### src/rtl/pmem_arbiter_pkg.sv
// Shared types and widths for the physical-memory port arbiter.
package pmem_arbiter_pkg;

  localparam int unsigned ADDR_WIDTH = 32;
  localparam int unsigned DATA_WIDTH = 32;
  localparam int unsigned MASK_WIDTH = 4;
  localparam int unsigned STREAK_W   = 4;

  typedef enum logic [1:0] {
    IDLE   = 2'd0,
    BUSY_I = 2'd1,
    BUSY_D = 2'd2,
    RESP   = 2'd3
  } arb_state_e;

  typedef struct packed {
    logic                  we;
    logic [ADDR_WIDTH-1:0] addr;
    logic [DATA_WIDTH-1:0] wdata;
    logic [MASK_WIDTH-1:0] wmask;
  } mem_req_t;

endpackage

### src/rtl/pmem_arbiter_if.sv
// Fetch, data and downstream memory signals of the arbiter, bundled.
interface pmem_arbiter_if;
  import pmem_arbiter_pkg::*;

  logic                  i_req;
  logic [ADDR_WIDTH-1:0] i_addr;
  logic                  i_gnt;
  logic                  i_rvalid;
  logic [DATA_WIDTH-1:0] i_rdata;

  logic                  d_req;
  logic                  d_we;
  logic [ADDR_WIDTH-1:0] d_addr;
  logic [DATA_WIDTH-1:0] d_wdata;
  logic [MASK_WIDTH-1:0] d_wmask;
  logic                  d_gnt;
  logic                  d_rvalid;
  logic [DATA_WIDTH-1:0] d_rdata;

  logic                  mem_req;
  logic                  mem_we;
  logic [ADDR_WIDTH-1:0] mem_addr;
  logic [DATA_WIDTH-1:0] mem_wdata;
  logic [MASK_WIDTH-1:0] mem_wmask;
  logic                  mem_ack;
  logic [DATA_WIDTH-1:0] mem_rdata;

  // Arbiter side
  modport slave (
    input  i_req, i_addr, d_req, d_we, d_addr, d_wdata, d_wmask, mem_ack, mem_rdata,
    output i_gnt, i_rvalid, i_rdata, d_gnt, d_rvalid, d_rdata,
           mem_req, mem_we, mem_addr, mem_wdata, mem_wmask
  );

  // Requesters and memory side
  modport master (
    output i_req, i_addr, d_req, d_we, d_addr, d_wdata, d_wmask, mem_ack, mem_rdata,
    input  i_gnt, i_rvalid, i_rdata, d_gnt, d_rvalid, d_rdata,
           mem_req, mem_we, mem_addr, mem_wdata, mem_wmask
  );

endinterface

### src/rtl/pmem_arbiter_select.sv
// Data-priority grant selection with a starvation guard for the fetch side.
module pmem_arbiter_select
  import pmem_arbiter_pkg::*;
#(
  parameter int unsigned MAX_DSTREAK = 4
) (
  input  logic clock,
  input  logic reset,
  input  logic sel_en,
  input  logic i_req,
  input  logic d_req,
  output logic i_gnt,
  output logic d_gnt
);

  localparam logic [STREAK_W-1:0] STREAK_MAX = STREAK_W'(MAX_DSTREAK);

  logic [STREAK_W-1:0] d_streak_q;
  logic                starved;

  assign starved = (d_streak_q == STREAK_MAX);
  assign i_gnt   = sel_en && i_req && (!d_req || starved);
  assign d_gnt   = sel_en && d_req && !i_gnt;

  // Count data grants that overtook a waiting fetch; any other grant clears it
  always_ff @(posedge clock) begin
    if (reset) begin
      d_streak_q <= '0;
    end else if (i_gnt) begin
      d_streak_q <= '0;
    end else if (d_gnt) begin
      if (!i_req) begin
        d_streak_q <= '0;
      end else if (!starved) begin
        d_streak_q <= d_streak_q + STREAK_W'(1);
      end
    end
  end

endmodule

### src/rtl/pmem_arbiter.sv
// Shares one physical-memory port between instruction fetch and data access,
// one outstanding transaction at a time.
module pmem_arbiter
  import pmem_arbiter_pkg::*;
#(
  parameter int unsigned MAX_DSTREAK = 4
) (
  input logic           clock,
  input logic           reset,
  pmem_arbiter_if.slave bus
);

  arb_state_e            state_q, state_d;
  mem_req_t              req_q;
  logic                  mem_req_q;
  logic                  i_rvalid_q, d_rvalid_q;
  logic [DATA_WIDTH-1:0] i_rdata_q, d_rdata_q;
  logic                  sel_en, i_gnt, d_gnt, ack;

  assign sel_en = (state_q == IDLE) || (state_q == RESP);
  assign ack    = bus.mem_ack && mem_req_q && ((state_q == BUSY_I) || (state_q == BUSY_D));

  pmem_arbiter_select #(
    .MAX_DSTREAK(MAX_DSTREAK)
  ) u_select (
    .clock  (clock),
    .reset  (reset),
    .sel_en (sel_en),
    .i_req  (bus.i_req),
    .d_req  (bus.d_req),
    .i_gnt  (i_gnt),
    .d_gnt  (d_gnt)
  );

  always_ff @(posedge clock) begin
    if (reset) begin
      state_q <= IDLE;
    end else begin
      state_q <= state_d;
    end
  end

  always_comb begin
    state_d = state_q;
    unique case (state_q)
      IDLE, RESP: begin
        if (i_gnt)      state_d = BUSY_I;
        else if (d_gnt) state_d = BUSY_D;
        else            state_d = IDLE;
      end
      BUSY_I, BUSY_D: begin
        if (ack) state_d = RESP;
      end
      default: state_d = IDLE;
    endcase
  end

  // Request register, downstream handshake and response capture
  always_ff @(posedge clock) begin
    if (reset) begin
      req_q      <= '0;
      mem_req_q  <= 1'b0;
      i_rvalid_q <= 1'b0;
      d_rvalid_q <= 1'b0;
      i_rdata_q  <= '0;
      d_rdata_q  <= '0;
    end else begin
      i_rvalid_q <= 1'b0;
      d_rvalid_q <= 1'b0;
      if (i_gnt) begin
        req_q     <= '{we: 1'b0, addr: bus.i_addr, wdata: '0, wmask: '0};
        mem_req_q <= 1'b1;
      end else if (d_gnt) begin
        req_q     <= '{we:    bus.d_we,
                       addr:  bus.d_addr,
                       wdata: bus.d_wdata,
                       wmask: bus.d_we ? bus.d_wmask : '0};
        mem_req_q <= 1'b1;
      end else if (ack) begin
        mem_req_q <= 1'b0;
      end
      if (ack) begin
        if (state_q == BUSY_I) begin
          i_rvalid_q <= 1'b1;
          i_rdata_q  <= bus.mem_rdata;
        end else begin
          d_rvalid_q <= 1'b1;
          d_rdata_q  <= req_q.we ? '0 : bus.mem_rdata;
        end
      end
    end
  end

  assign bus.i_gnt     = i_gnt;
  assign bus.d_gnt     = d_gnt;
  assign bus.i_rvalid  = i_rvalid_q;
  assign bus.i_rdata   = i_rdata_q;
  assign bus.d_rvalid  = d_rvalid_q;
  assign bus.d_rdata   = d_rdata_q;
  assign bus.mem_req   = mem_req_q;
  assign bus.mem_we    = req_q.we;
  assign bus.mem_addr  = req_q.addr;
  assign bus.mem_wdata = req_q.wdata;
  assign bus.mem_wmask = req_q.wmask;

endmodule
### src/flat_wrapper.sv
// flat-port wrapper written by rule: the top's interface ports become plain ports
module pmem_arbiter_flat import pmem_arbiter_pkg::*;
#(
  parameter int unsigned MAX_DSTREAK = 4
)
  (clock, reset, bus_i_req, bus_i_addr, bus_d_req, bus_d_we, bus_d_addr, bus_d_wdata, bus_d_wmask, bus_mem_ack, bus_mem_rdata, bus_i_gnt, bus_i_rvalid, bus_i_rdata, bus_d_gnt, bus_d_rvalid, bus_d_rdata, bus_mem_req, bus_mem_we, bus_mem_addr, bus_mem_wdata, bus_mem_wmask);
  pmem_arbiter_if bus_i ();
  input logic clock;
  input logic reset;
  input wire logic [$bits(bus_i.i_req)-1:0] bus_i_req;
  input wire logic [$bits(bus_i.i_addr)-1:0] bus_i_addr;
  input wire logic [$bits(bus_i.d_req)-1:0] bus_d_req;
  input wire logic [$bits(bus_i.d_we)-1:0] bus_d_we;
  input wire logic [$bits(bus_i.d_addr)-1:0] bus_d_addr;
  input wire logic [$bits(bus_i.d_wdata)-1:0] bus_d_wdata;
  input wire logic [$bits(bus_i.d_wmask)-1:0] bus_d_wmask;
  input wire logic [$bits(bus_i.mem_ack)-1:0] bus_mem_ack;
  input wire logic [$bits(bus_i.mem_rdata)-1:0] bus_mem_rdata;
  output wire logic [$bits(bus_i.i_gnt)-1:0] bus_i_gnt;
  output wire logic [$bits(bus_i.i_rvalid)-1:0] bus_i_rvalid;
  output wire logic [$bits(bus_i.i_rdata)-1:0] bus_i_rdata;
  output wire logic [$bits(bus_i.d_gnt)-1:0] bus_d_gnt;
  output wire logic [$bits(bus_i.d_rvalid)-1:0] bus_d_rvalid;
  output wire logic [$bits(bus_i.d_rdata)-1:0] bus_d_rdata;
  output wire logic [$bits(bus_i.mem_req)-1:0] bus_mem_req;
  output wire logic [$bits(bus_i.mem_we)-1:0] bus_mem_we;
  output wire logic [$bits(bus_i.mem_addr)-1:0] bus_mem_addr;
  output wire logic [$bits(bus_i.mem_wdata)-1:0] bus_mem_wdata;
  output wire logic [$bits(bus_i.mem_wmask)-1:0] bus_mem_wmask;
  assign bus_i.i_req = bus_i_req;
  assign bus_i.i_addr = bus_i_addr;
  assign bus_i.d_req = bus_d_req;
  assign bus_i.d_we = bus_d_we;
  assign bus_i.d_addr = bus_d_addr;
  assign bus_i.d_wdata = bus_d_wdata;
  assign bus_i.d_wmask = bus_d_wmask;
  assign bus_i.mem_ack = bus_mem_ack;
  assign bus_i.mem_rdata = bus_mem_rdata;
  assign bus_i_gnt = bus_i.i_gnt;
  assign bus_i_rvalid = bus_i.i_rvalid;
  assign bus_i_rdata = bus_i.i_rdata;
  assign bus_d_gnt = bus_i.d_gnt;
  assign bus_d_rvalid = bus_i.d_rvalid;
  assign bus_d_rdata = bus_i.d_rdata;
  assign bus_mem_req = bus_i.mem_req;
  assign bus_mem_we = bus_i.mem_we;
  assign bus_mem_addr = bus_i.mem_addr;
  assign bus_mem_wdata = bus_i.mem_wdata;
  assign bus_mem_wmask = bus_i.mem_wmask;
  pmem_arbiter #(.MAX_DSTREAK(MAX_DSTREAK)) u_core (.clock(clock), .reset(reset), .bus(bus_i));
endmodule
### config.mk
export PLATFORM = sky130hd
export DESIGN_NAME = pmem_arbiter_flat
export DESIGN_NICKNAME = d
export VERILOG_FILES = /design/src/rtl/pmem_arbiter_pkg.sv /design/src/rtl/pmem_arbiter_if.sv /design/src/rtl/pmem_arbiter_select.sv /design/src/rtl/pmem_arbiter.sv /design/src/flat_wrapper.sv
export SDC_FILE = /design/constraint.sdc
export NUM_CORES = 1
export LEC_CHECK = 0
export BUFFER_PORTS_ARGS = -buffer_cell sky130_fd_sc_hd__buf_4
export CORE_MARGIN = 2
export CORE_UTILIZATION = 46
export CTS_BUF_LIST = sky130_fd_sc_hd__clkbuf_16
export DETAILED_ROUTE_END_ITERATION = 10
export GPL_TIMING_DRIVEN = 0
export PLACE_DENSITY = 0.93
export SLEW_MARGIN = 20
export SYNTH_ARGS = -nofsm -noshare
export SYNTH_HDL_FRONTEND = slang
export SYNTH_SLANG_ARGS = --single-unit
### constraint.sdc
create_clock -name clock -period 2.4 [get_ports clock]
set_clock_uncertainty 0.15 [all_clocks]
set_input_delay 0.36 -clock clock [delete_from_list [all_inputs] [get_ports clock]]
set_output_delay 0.36 -clock clock [all_outputs]
set_load 0.03 [all_outputs]
Yosys cells after proc, flatten, opt, wreduce, memory -nomap -nowiden
Index checks and enable logic that the tools add are counted.
Word-level totals
  register bits: 142
  bits in latches: 0
  bits in writable memories: 0
  ROM bits: 0
  input port bits: 138
  word-level logic and storage cells: 56
  memories: 0
Operators by class
  add/subtract/negate cells: 1
  multipliers: 0
  div/mod/pow operators: 0
  magnitude comparators: 0
  equality and inequality tests: 6
  shift operators: 0
  multiplexer cells: 15
  bitwise operators: 2
  reduce and logical (&&, ||, !) cells: 21
Operator list (number)
  two-way mux 68 bit: 2
  two-way mux 32 bit: 1
  two-way mux 4 bit: 3
  OR reduction 2 bit: 4
  logical AND 1 bit: 6
  two-way mux 2 bit: 3
  AND reduction 2 bit: 3
  two-way mux 1 bit: 5
  adder 4 x 1 -> 4 bit (second input constant): 1
  equality test 2 bit (second input constant): 2
  equality test 4 x 3 -> 1 bit (second input constant): 1
  one-hot mux 2 bit (2 select lines): 1
  logical OR 1 bit: 3
  nonzero test 3 bit: 1
  equality test 2 x 1 -> 1 bit (second input constant): 1
  zero test 1 bit: 2
  zero test 2 bit: 1
  != test 2 x 1 -> 1 bit (second input constant): 1
  != test 2 bit (second input constant): 1
  inverter 1 bit: 2
  nonzero test 2 bit: 1

Longest topological paths before layout
Gate-level depths: netlist of run 1.
  word-level depth: 9
  depth in mapped cells: 10
  gate-level depth less buffers: 6

By module
A second synthesis of run 1 with hierarchy kept.
Unflattened totals
  cells, all modules: 639
  area, all modules: 5721.7 um2
By module, submodules not included
  pmem_arbiter: times used 1, cells an instance 605, area an instance 5436.5 um2, seq. area each 2762.6 um2
  pmem_arbiter_select: times used 1, cells an instance 34, area an instance 285.3 um2, seq. area each 80.1 um2

Worst setup path before layout of run 1
Ideal clock, no wire load.
  kind: reg2out
  start point: register u_core.state_q[1]
  end point: output bus_d_gnt
  arrival: 1502 ps
  slack: 388 ps
  stages on the path, launching flop included: 9
  path buffers: 3
  cell sequence: dfxtp_1 inv_1 ha_1 buf_4 and2_1 buf_2 nand2_1 buf_2 inv_1
On the way
  word-level cells in the longest chain between the ends: 6
Ends and longest elaborated chain
  from (decl): line pmem_arbiter.sv:13  | arb_state_e state_q, state_d;
  from (signal assigned): line pmem_arbiter.sv:39  | state_q <= state_d;
  equality test 2 bit / zero test 2 bit (equally long branches): line pmem_arbiter.sv:20  | assign sel_en = (state_q == IDLE) || (state_q == RESP);
  logical OR 1 bit *: line pmem_arbiter.sv:20
  logical AND 1 bit (2 in series): line pmem_arbiter_select.sv:22  | assign i_gnt = sel_en && i_req && (!d_req || starved);
  zero test 1 bit: line pmem_arbiter_select.sv:23  | assign d_gnt = sel_en && d_req && !i_gnt;
  logical AND 1 bit *: line pmem_arbiter_select.sv:23
  to (decl): line flat_wrapper.sv:22  | output wire logic [$bits(bus_i.d_gnt)-1:0] bus_d_gnt;
Every way passes the cells marked *; elsewhere a longest branch is shown, timed or not.

Worst setup path in the final report of run 1
Same ends and word-level chain as after synthesis.

==> out/qor.yml, run 1 <==
outcome: "finished with violations"
violations: "design-rule violations"
rrSetupSlack_ns: 0.26
layout_common_cells: "buf_4 (279), dfxtp_1 (142), a21oi_1 (73)"
drv_cap: 0
p_leak_nw: 3.677
synth_flop_cell: "dfxtp_1"
met1_length_um: 7185
synth_compound_area_frac: 0.2836
min_path_cells: 2
ys_seq_area_frac: 0.5187
antenna_found_initial: 0
clock_latency_ns: 0.41
cts.htree.levels: 4
synth_cells: 587
min_from: "bus_mem_rdata[28]"
antenna_left: 0
initial_core_util: 0.4759
synthMuxAreaShare: 0
clock-sinks: 142
synth_area_mm2: 0.005480
critPathCaptureType: "output port"
power.total_mw: 6.424
numPortBuffers: 274
grt_pass1_vias: 5664
tightest_slew_ns: 0.5718
dp_hpwl_um: 13350
hold_path.class: "in2reg"
synth_xor_area_frac: 0
coreArea_mm2: 0.01152
reg2reg_from: "u_core.state_q[1]"
area_delta_synth_final_pct: 52.08
die_w_um: 113.2
route.met3.wl_um: 1353
layout_commonest_cell: "buf_4"
netlist.area_leader.share: 0.5187
cts_root_buf: "clkbuf_16"
synth_fp_nets: 728
synth.area.top_cells: "dfxtp_1 (52%), a21oi_1 (6.7%), o221a_2 (6.6%), a22o_1 (5.1%), a211oi_1 (4.9%)"
finalCritPeriodShare: 0.9742
peakVddDrop_v: 0.0004157
finalSetupViolCount: 0
power_density_mw_per_mm2: 770.8
cts_max_path_buffers: 2
cts_buffers: 17
yosys_warnings: 0
place_inst: 1004
grt_pass1_wl_um: 28580
holdPathEnd: "u_core.bus.d_rdata[28]"
tns_ns: 0
synth_top_family_by_area: "compound AO/OA/AOI/OAI gates"
io_pins: 276
vias: 5726
cp_max_fo: 5
synth_seq_cells: 142
wire_per_inst_um: 17.59
route.met2.wl_um: 9267
num_antenna_cells: 0
first_iter_violations: 485
die_y_um: 113.2
seq_area_mm2: 0.002843
yosys.area_share.simple: 0.1073
required_ns: 1.89
gr-total-overflow: 0
ys_types: 35
start_kind: "register"
gp_congestion: 0.8393
synth_edf_count: 0
r2r_end: "u_core.bus.mem_addr[11]"
drive_gt1_frac: 0.4230
slew_viol_final: 0
grt_usage: 0.2784
fmax_mhz: 427.7
layoutNonFillerInstCount: 1039
via_per_inst: 5.511
fin_nets: 1026
synthAdderAreaFrac: 0.006849
rsz0062_at_grt: "no"
synthArstFlopShare: 0
crit_arrival_ns: 1.83
fillers: 857
routed_wl_um: 18280
dieArea_mm2: 0.01280
clk_pin_slew_worst_paths_ns: 0.06
hold_viol: 0
reg2reg_depth: 8
cts_tree: "done"
fin_crit_ns: 2.338
slew_headroom: 0.6188
avgSynthCellArea_um2: 9.336
drc_errors: 19
drt-pass1-iter-count: 8
synth_top_area_cell: "dfxtp_1"
multiInputGateArea_mm2: 0.002212
highest_layer: "met4"
row_count: 39
grt_max_degree: 17
criticalPathCategory: "reg2out"
[state kept, by name, summed over array words and instances (netlist names)]
register                    flops
u_core.state_q                  2
u_core.bus.mem_addr            32
u_core.bus.mem_req              1
u_core.bus.d_rvalid             1
u_core.bus.mem_wdata           32
u_core.bus.i_rdata             32
u_core.bus.i_rvalid             1
u_core.bus.mem_we               1
u_core.u_select.d_streak_q      4
u_core.bus.d_rdata             32
u_core.bus.mem_wmask            4
[metrics by stage]
stage,setup slack [ns],instance area (µm²),util,hold WS [ns]
floorplan,0.3878,5480,-,0.3297
global placement,0.1088,7716,0.6700,0.2931
detailed placement,0.08241,7716,0.6700,0.3009
CTS,0.01597,8287,0.7196,0.001345
global route,0.006317,8334,0.7237,0.004158
finish,0.06188,8334,0.7237,0.01539
[power by group]
group / switching [mW] / total [mW] / internal [mW] / leakage, nW
Clock: 0.948 / 2.32 / 1.38 / 0.260
Sequential: 0.0997 / 2.63 / 2.53 / 1.16
Combinational: 0.839 / 1.47 / 0.634 / 2.26
[routing by layer]
layer  global-route usage  vias to the layer above
met5                    0                        -
met4               0.1195                        0
met3              0.08195                       46
met2               0.4854                      240
met1               0.3169                     2723
li1                     -                     2717
[worst max-delay path, cell delays in order (launching register included)]
cell and delay (ns):
dfxtp_1 0.33, inv_1 0.07, ha_4 0.27, buf_6 0.10
and2_1 0.14, buf_6 0.13, nand2_4 0.06, buf_8 0.12
inv_1 0.06, buf_6 0.13
[layout make-up]
type	count	area share
tap	143	0.02147
sequential	142	0.3411
inverter	40	0.01862
clock inverter	13	0.01021
clock buffer	17	0.05104
buffer	56	0.03873
multi-input combinational	348	0.2654
timing repair buffer	280	0.2534
[how the worst max path moves through the flow]
| stage | slack, ns | to | start |
|---|---|---|---|
| floorplan | 0.39 | bus_d_gnt | u_core.state_q[1] |
| global placement | 0.11 | bus_d_gnt | u_core.state_q[1] |
| detailed placement | 0.08 | bus_d_gnt | u_core.state_q[1] |
| CTS | 0.02 | bus_d_gnt | u_core.state_q[1] |
| global route | 0.006 | bus_d_gnt | u_core.state_q[1] |
| finish | 0.06 | bus_d_gnt | u_core.state_q[1] |
[synth_stat cells, types with 4 or more instances]
| cell | instances |
|---|---|
| buf_6 | 7 |
| a211oi_1 | 36 |
| a21oi_1 | 73 |
| buf_2 | 24 |
| o221a_2 | 32 |
| nand2_1 | 68 |
| nand3_1 | 36 |
| clkbuf_1 | 22 |
| nand4_1 | 4 |
| inv_1 | 39 |
| a22o_1 | 32 |
| dfxtp_1 | 142 |
| o21ai_1 | 5 |
| o21ai_0 | 37 |
[cells by family after synthesis]
kind of cell	after synthesis
compound gates	222
fa+ha+maj	3
buf+inv	97
flops	142
simple gates	123
[what timing repair did]
action                                  in CTS  in global routing
hold buffers                                 1                  0
endpoints found under the setup margin       2                  2
hold endpoints to repair                     1                  0
buffers inserted                             3                  2
gates resized for setup                     10                  5
pin swaps                                    1                  0
No activity file was read; power rests on OpenSTA's default activity.
==> inputs of run 2 (changes only) <==
--- a/config.mk
+++ b/config.mk
@@ -5,14 +5,16 @@
 export SDC_FILE = /design/constraint.sdc
 export NUM_CORES = 1
 export LEC_CHECK = 0
-export BUFFER_PORTS_ARGS = -buffer_cell sky130_fd_sc_hd__buf_4
+export BUFFER_PORTS_ARGS = -buffer_cell sky130_fd_sc_hd__buf_2
+export CAP_MARGIN = 25
 export CORE_MARGIN = 2
 export CORE_UTILIZATION = 46
 export CTS_BUF_LIST = sky130_fd_sc_hd__clkbuf_16
 export DETAILED_ROUTE_END_ITERATION = 10
 export GPL_TIMING_DRIVEN = 0
-export PLACE_DENSITY = 0.93
+export PLACE_DENSITY = 0.92
 export SLEW_MARGIN = 20
 export SYNTH_ARGS = -nofsm -noshare
 export SYNTH_HDL_FRONTEND = slang
+export SYNTH_HIERARCHICAL = 1
 export SYNTH_SLANG_ARGS = --single-unit
==> out/qor.yml, run 2 <==
outcome: "finished clean"
gr-total-overflow: 0  # unchanged
synth_seq_cells: 142  # unchanged
clock-sinks: 142  # unchanged
yosysMostFrequentCell: "dfxtp_1"
tightest_slew_ns: 0.6090  # +0.03721 ns
cts_root_buf: "clkbuf_16"
required_ns: 1.89  # about the same
synth_cells: 639  # +8.9%
antenna_found_initial: 0  # unchanged
die_w_um: 115.5  # +2.1%
netlist.area_leader.share: 0.4968  # -0.02189
ys_types: 31  # -11%
synth_common_cells: "dfxtp_1 (142), nand2_1 (132), a21oi_1 (71)"
antenna_left: 0  # unchanged
drive_gt1_frac: 0.3640  # -0.05897
numPortBuffers: 274  # unchanged
wire_per_inst_um: 15.27  # -13%
layout_commonest_cell: "buf_2"
slew_viol_final: 0  # unchanged
synth_top_area_cell: "dfxtp_1"
fmax_mhz: 442.9  # +3.5%
cts_setup_buffers: 0  # -3
drv_cap: 0  # unchanged
grt_usage: 0.2524  # -0.02599
clock_latency_ns: 0.41  # about the same
rsz0062_at_grt: "no"
grt_pass1_wl_um: 26170  # -8.4%
finalCritPeriodShare: 0.9408  # -0.03338
initial_core_util: 0.4744  # -0.001502
cts_max_path_buffers: 2  # unchanged
fin_crit_ns: 2.258  # -0.08012 ns
synth_flop_cell: "dfxtp_1"
finalSetupViolCount: 0  # unchanged
dp_hpwl_um: 12620  # -5.5%
start_kind: "register"
hold_viol: 0  # unchanged
synthArstFlopShare: 0  # unchanged
peakVddDrop_v: 0.0006551  # +58%
cp_max_fo: 7  # +2
criticalPathCategory: "reg2out"
ys_seq_area_frac: 0.4968  # -0.02189
fillers: 1009  # +18%
slew_headroom: 0.5940  # -0.02481
fin_nets: 1074  # +4.7%
critPathCaptureType: "output port"
dieArea_mm2: 0.01335  # +4.3%
io_pins: 276  # unchanged
seq_area_mm2: 0.002843  # unchanged
first_iter_violations: 419  # -14%
setup_slack_ns: 0.1420  # +0.08012 ns
num_antenna_cells: 0  # unchanged
hold_path.class: "in2reg"
area_delta_synth_final_pct: 38.40
row_count: 40  # +2.6%
routed_wl_um: 17000  # -7.0%
drt-pass1-iter-count: 4  # -4
cts.htree.levels: 4  # unchanged
coreArea_mm2: 0.01206  # +4.7%
clk_pin_slew_worst_paths_ns: 0.06  # about the same
place_ws_ns: -0.1625  # -0.2449 ns
yosys_warnings: 6  # +6
postLayoutCellArea_mm2: 0.007919  # -5.0%
avgSynthCellArea_um2: 8.954  # -4.1%
via_per_inst: 5.014  # -9.0%
synth.area.top_cells: "dfxtp_1 (50%), mux2i_1 (11%), nand2_1 (8.7%), a21oi_1 (6.2%), nand3b_1 (4.3%)"
cts_buffers: 17  # unchanged
die_y_um: 115.5  # +2.1%
crit_arrival_ns: 1.75  # -0.08 ns
cts_tree: "done"
grt_pass1_vias: 5413  # -4.4%
multiInputGateArea_mm2: 0.002600  # +18%
synth_area_mm2: 0.005722  # +4.4%
gp_congestion: 0.8479  # +1.0%
layout_common_cells: "buf_2 (290), dfxtp_1 (142), nand2_1 (131)"
dpl_cell_area_mm2: 0.007315  # -5.2%
power_density_mw_per_mm2: 1031  # +34%
synth_edf_count: 0  # unchanged
drc_errors: 0  # -19
synth_fp_nets: 781  # +7.3%
grt_max_degree: 17  # unchanged
p_leak_nw: 3.645  # -0.89%
vias: 5581  # -2.5%
[run 2: cell types whose count changed after synthesis, sizes merged, moves of 33 or more]
cell / before / now
a211oi: 38 / 5
inv: 40 / 4
mux2i: 0 / 65
nand2: 68 / 132
nor2: 2 / 37
[run 2: power by group]
group,total (mW),switching [mW],internal [mW],leakage [nW]
Clock,2.54,1.01,1.52,0.278
Combinational,2.79,1.68,1.11,2.21
Sequential,2.84,0.176,2.67,1.16
[run 2: logic make-up after synthesis]
logic type | Yosys count | synth area share
DFF | 142 | 0.4968
buffers and inverters | 54 | 0.05532
adders and majority gates | 4 | 0.008747
and+or+nand+nor | 260 | 0.2217
AOI/OAI and AO/OA | 114 | 0.1037
muxes | 65 | 0.1137
[run 2: worst paths after layout]
path | start | to | cells past startpoint | slack (ns)
worst min-delay path | bus_d_wdata[30] | u_core/bus.mem_wdata[30] | 3 | 0.03
worst max register to register | u_core/state_q[1] | u_core/bus.mem_wdata[11] | 9 | 0.14
worst max-delay path | u_core/u_select/d_streak_q[0] | bus_i_gnt | 5 | 0.14
worst min register to register | u_core/bus.i_rdata[20] | u_core/bus.i_rdata[20] | 2 | 0.30
[run 2: repair_timing]
| item | 4_1_cts | 5_1_grt |
|---|---|---|
| gates resized for setup | 4 | 3 |
| hold endpoints to repair | 1 | 0 |
| endpoints found under the setup margin | 39 | 11 |
| hold buffers | 1 | 0 |
[run 2: critical path, cell delays in order (launching register included)]
cell	delay (ns)
dfxtp_1	0.34
inv_1	0.08
ha_1	0.17
nand3b_1	0.20
a21oi_4	0.30
buf_2	0.24
[run 2: layer usage]
metal / GRT usage / vias to the layer above / part of all wire
met2: 0.4464 / 256 / 0.51
met3: 0.08368 / 35 / 0.079
met5: 0 / - / 0
met1: 0.2728 / 2555 / 0.38
met4: 0.1165 / 0 / 0.024
li1: - / 2735 / -
[run 2: final cells by class]
type | instances | share of cell area
Buffer | 49 | 0.03729
Multi-Input combinational cell | 443 | 0.3283
Clock inverter | 15 | 0.01880
Timing Repair Buffer | 275 | 0.1744
Clock buffer | 17 | 0.05372
Inverter | 4 | 0.001896
Tap cell | 168 | 0.02654
Sequential cell | 142 | 0.3590
[run 2: through the flow]
step	cells	utilization	hold slack [ns]	power, mW	TNS (ns)
after floorplan	639	-	0.2885	4.867	0
after global placement	1081	0.6064	0.2855	5.552	-1.897
after detailed placement	1081	0.6064	0.2902	5.621	-3.637
after CTS	1114	0.6562	0.01181	8.216	0
after global routing	1113	0.6565	0.01537	8.565	0
final	1113	0.6565	0.02605	8.167	0
==> inputs of run 3 (changes only) <==
--- a/config.mk
+++ b/config.mk
@@ -5,10 +5,11 @@
 export SDC_FILE = /design/constraint.sdc
 export NUM_CORES = 1
 export LEC_CHECK = 0
+export ABC_AREA = 1
 export BUFFER_PORTS_ARGS = -buffer_cell sky130_fd_sc_hd__buf_2
 export CAP_MARGIN = 25
 export CORE_MARGIN = 2
-export CORE_UTILIZATION = 46
+export CORE_UTILIZATION = 47
 export CTS_BUF_LIST = sky130_fd_sc_hd__clkbuf_16
 export DETAILED_ROUTE_END_ITERATION = 10
 export GPL_TIMING_DRIVEN = 0
==> out/qor.yml, run 3 <==
synth_cells: 889  # +39%
synthArstFlopShare: 0  # unchanged
critPathCaptureType: "output port"
io_pins: 276  # unchanged
synth_flop_cell: "dfxtp_1"
synth_common_cells: "nand2_1 (344), dfxtp_1 (142), nor2_1 (138)"
fin_nets: 1325  # +23%
finalSetupViolCount: 0  # unchanged
dpl_cell_area_mm2: 0.007530  # +2.9%
yosys_warnings: 6  # unchanged
reg2reg_from: "u_core/state_q[1]"
postCtsHoldBufs: 0  # -1
wire_per_inst_um: 12.60  # -18%
drive_gt1_frac: 0.2951  # -0.06897
gp_congestion: 0.8534  # +0.65%
area_delta_synth_final_pct: 35.80
drv_cap: 0  # unchanged
min_from: "bus_mem_rdata[3]"
hold_viol: 0  # unchanged
r2r_end: "u_core/bus.mem_wdata[22]"
criticalPathCategory: "reg2out"
highest_layer: "met5"
fmax_mhz: 439.0  # -0.88%
route.met3.wl_um: 1314  # -2.7%
antenna_found_initial: 2  # +2
p_leak_nw: 4.598  # +26%
holdPathEnd: "u_core/bus.i_rdata[3]"
via_per_inst: 4.708  # -6.1%
vias: 6431  # +15%
cp_max_fo: 7  # unchanged
routed_wl_um: 17210  # +1.2%
ys_seq_area_frac: 0.4787  # -0.01811
antenna_left: 0  # unchanged
power_density_mw_per_mm2: 1045  # +1.3%
synth.area.top_cells: "dfxtp_1 (48%), nand2_1 (22%), nor2_1 (8.7%), nand3_1 (5.7%), inv_1 (5.1%)"
min_path_cells: 3  # unchanged
grt_max_degree: 17  # unchanged
outcome: "finished clean"
slew_headroom: 0.6058  # +0.01186
slew_viol_final: 0  # unchanged
numPortBuffers: 275  # +0.36%
ys_types: 22  # -29%
avgSynthCellArea_um2: 6.680  # -25%
cts_setup_buffers: 0  # unchanged
synth_area_mm2: 0.005938  # +3.8%
grt_pass1_vias: 5742  # +6.1%
dp_hpwl_um: 12750  # +1.1%
tightest_slew_ns: 0.5912  # -0.01778 ns
cts_tree: "done"
finalCritPeriodShare: 0.9492  # +0.008396
drt-pass1-iter-count: 5  # +1
drc_errors: 0  # unchanged
clk_pin_slew_worst_paths_ns: 0.06  # about the same
die_y_um: 116.4  # +0.76%
fin_crit_ns: 2.278  # +0.02015 ns
crit_arrival_ns: 1.77  # +0.02 ns
grt_usage: 0.2487  # -0.003639
synth_seq_cells: 142  # unchanged
clock_latency_ns: 0.41  # about the same
rsz0062_at_grt: "no"
seq_area_mm2: 0.002843  # unchanged
cts.htree.levels: 4  # unchanged
first_iter_violations: 405  # -3.3%
layout_commonest_cell: "nand2_1"
gr-total-overflow: 0  # unchanged
required_ns: 1.89  # about the same
multiInputGateArea_mm2: 0.002547  # -2.0%
layout_common_cells: "nand2_1 (343), buf_2 (296), dfxtp_1 (142)"
synth_fp_nets: 1031  # +32%
row_count: 41  # +2.5%
grt_pass1_wl_um: 26320  # +0.58%
cts_buffers: 17  # unchanged
peakVddDrop_v: 0.0005307  # -19%
reg2reg_depth: 11  # +2
cts_root_buf: "clkbuf_16"
die_w_um: 116.4  # +0.76%
route.met2.wl_um: 8436  # -3.1%
met1_length_um: 6865  # +5.0%
start_kind: "register"
synth_top_area_cell: "dfxtp_1"
initial_core_util: 0.4764  # +0.001985
cts_max_path_buffers: 2  # unchanged
hold_path.class: "in2reg"
dieArea_mm2: 0.01355  # +1.5%
coreArea_mm2: 0.01247  # +3.4%
fillers: 1106  # +9.6%
clock-sinks: 142  # unchanged
rrSetupSlack_ns: 0.20  # +0.06 ns
yosysMostFrequentCell: "nand2_1"
postLayoutCellArea_mm2: 0.008064  # +1.8%
synth_edf_count: 0  # unchanged
netlist.area_leader.share: 0.4787  # -0.01811
power.total_mw: 8.425  # +3.2%
hold_slack_ns: 0.04057  # +0.01452 ns
-- run 3: cell count changes after synthesis, moves of 12 or more --
cell	change
nand2_1	+212
nor2_1	+101
inv_1	+77
mux2i_1	-65
nand3_1	+61
nand3b_1	-33
nor2b_1	-33
o21ai_0	-31
a21oi_1	-30
buf_2	+12
-- run 3: power breakdown --
part           switching, mW  internal [mW]  leakage, nW
sequential             0.233           2.80         1.16
combinational           2.24          0.965         3.19
clock                  0.918           1.27        0.245
-- run 3: how the worst max path moves through the flow --
stage / start / to / cells past startpoint / slack [ns]
after global routing: u_core/state_q[1] / bus_d_gnt / 7 / 0.002
after floorplan: u_core/state_q[1] / u_core/bus.mem_wdata[10] / 11 / 0.27
final: u_core/state_q[1] / bus_d_gnt / 7 / 0.12
after global placement: u_core/state_q[1] / u_core/bus.mem_wdata[18] / 11 / -0.01
after CTS: u_core/state_q[1] / bus_d_gnt / 7 / 0.03
after detailed placement: u_core/state_q[1] / u_core/bus.mem_wdata[18] / 11 / -0.02
-- run 3: what timing repair did --
action / CTS / global route
hold endpoints to repair: 0 / 0
pin swaps: 0 / 0
gates resized for setup: 2 / 15
endpoints found under the setup margin: 31 / 50
-- run 3: critical path, stage by stage, from the launching register on --
cell and delay (ns):
dfxtp_1 0.33, inv_1 0.08, ha_4 0.32, nand2_1 0.07, clkinv_2 0.08, nand2_1 0.08
nand2_2 0.17, clkbuf_4 0.23
-- run 3: metrics by stage --
| step | cells | setup TNS [ns] | worst slack [ns] | utilization |
|---|---|---|---|---|
| floorplan | 889 | 0 | 0.2724 | - |
| global placement | 1336 | -0.2059 | -0.01399 | 0.6040 |
| detailed placement | 1336 | -0.2955 | -0.01984 | 0.6040 |
| finish | 1366 | 0 | 0.1218 | 0.6469 |
| CTS | 1365 | 0 | 0.02999 | 0.6435 |
| global route | 1366 | 0 | 0.002177 | 0.6469 |
-- run 3: kinds of logic after synthesis --
logic type	after synthesis	share of synthesized area
XOR/XNOR	1	0.001475
AND/OR/NAND/NOR	562	0.3763
AO/OA/AOI/OAI	45	0.03856
adder cells (fa/ha/maj)	4	0.008428
flip-flops	142	0.4787
buffers and inverters	135	0.09650
-- run 3: area by class of cell --
type                            instances  share of cell area
Sequential cell                       142              0.3525
Multi-Input combinational cell        612              0.3159
Timing Repair Buffer                  275              0.1710
Clock buffer                           17             0.05275
Inverter                               85             0.03972
Buffer                                 50             0.03351
Tap cell                              172             0.02669
Clock inverter                         12            0.007603
Antenna cell                            1           0.0003103
-- run 3: layer usage --
| metal | up-vias | GRT usage |
|---|---|---|
| met2 | 279 | 0.4267 |
| met4 | 2 | 0.1262 |
| met3 | 46 | 0.05968 |
| met5 | - | 0 |
| li1 | 3268 | - |
| met1 | 2836 | 0.2899 |
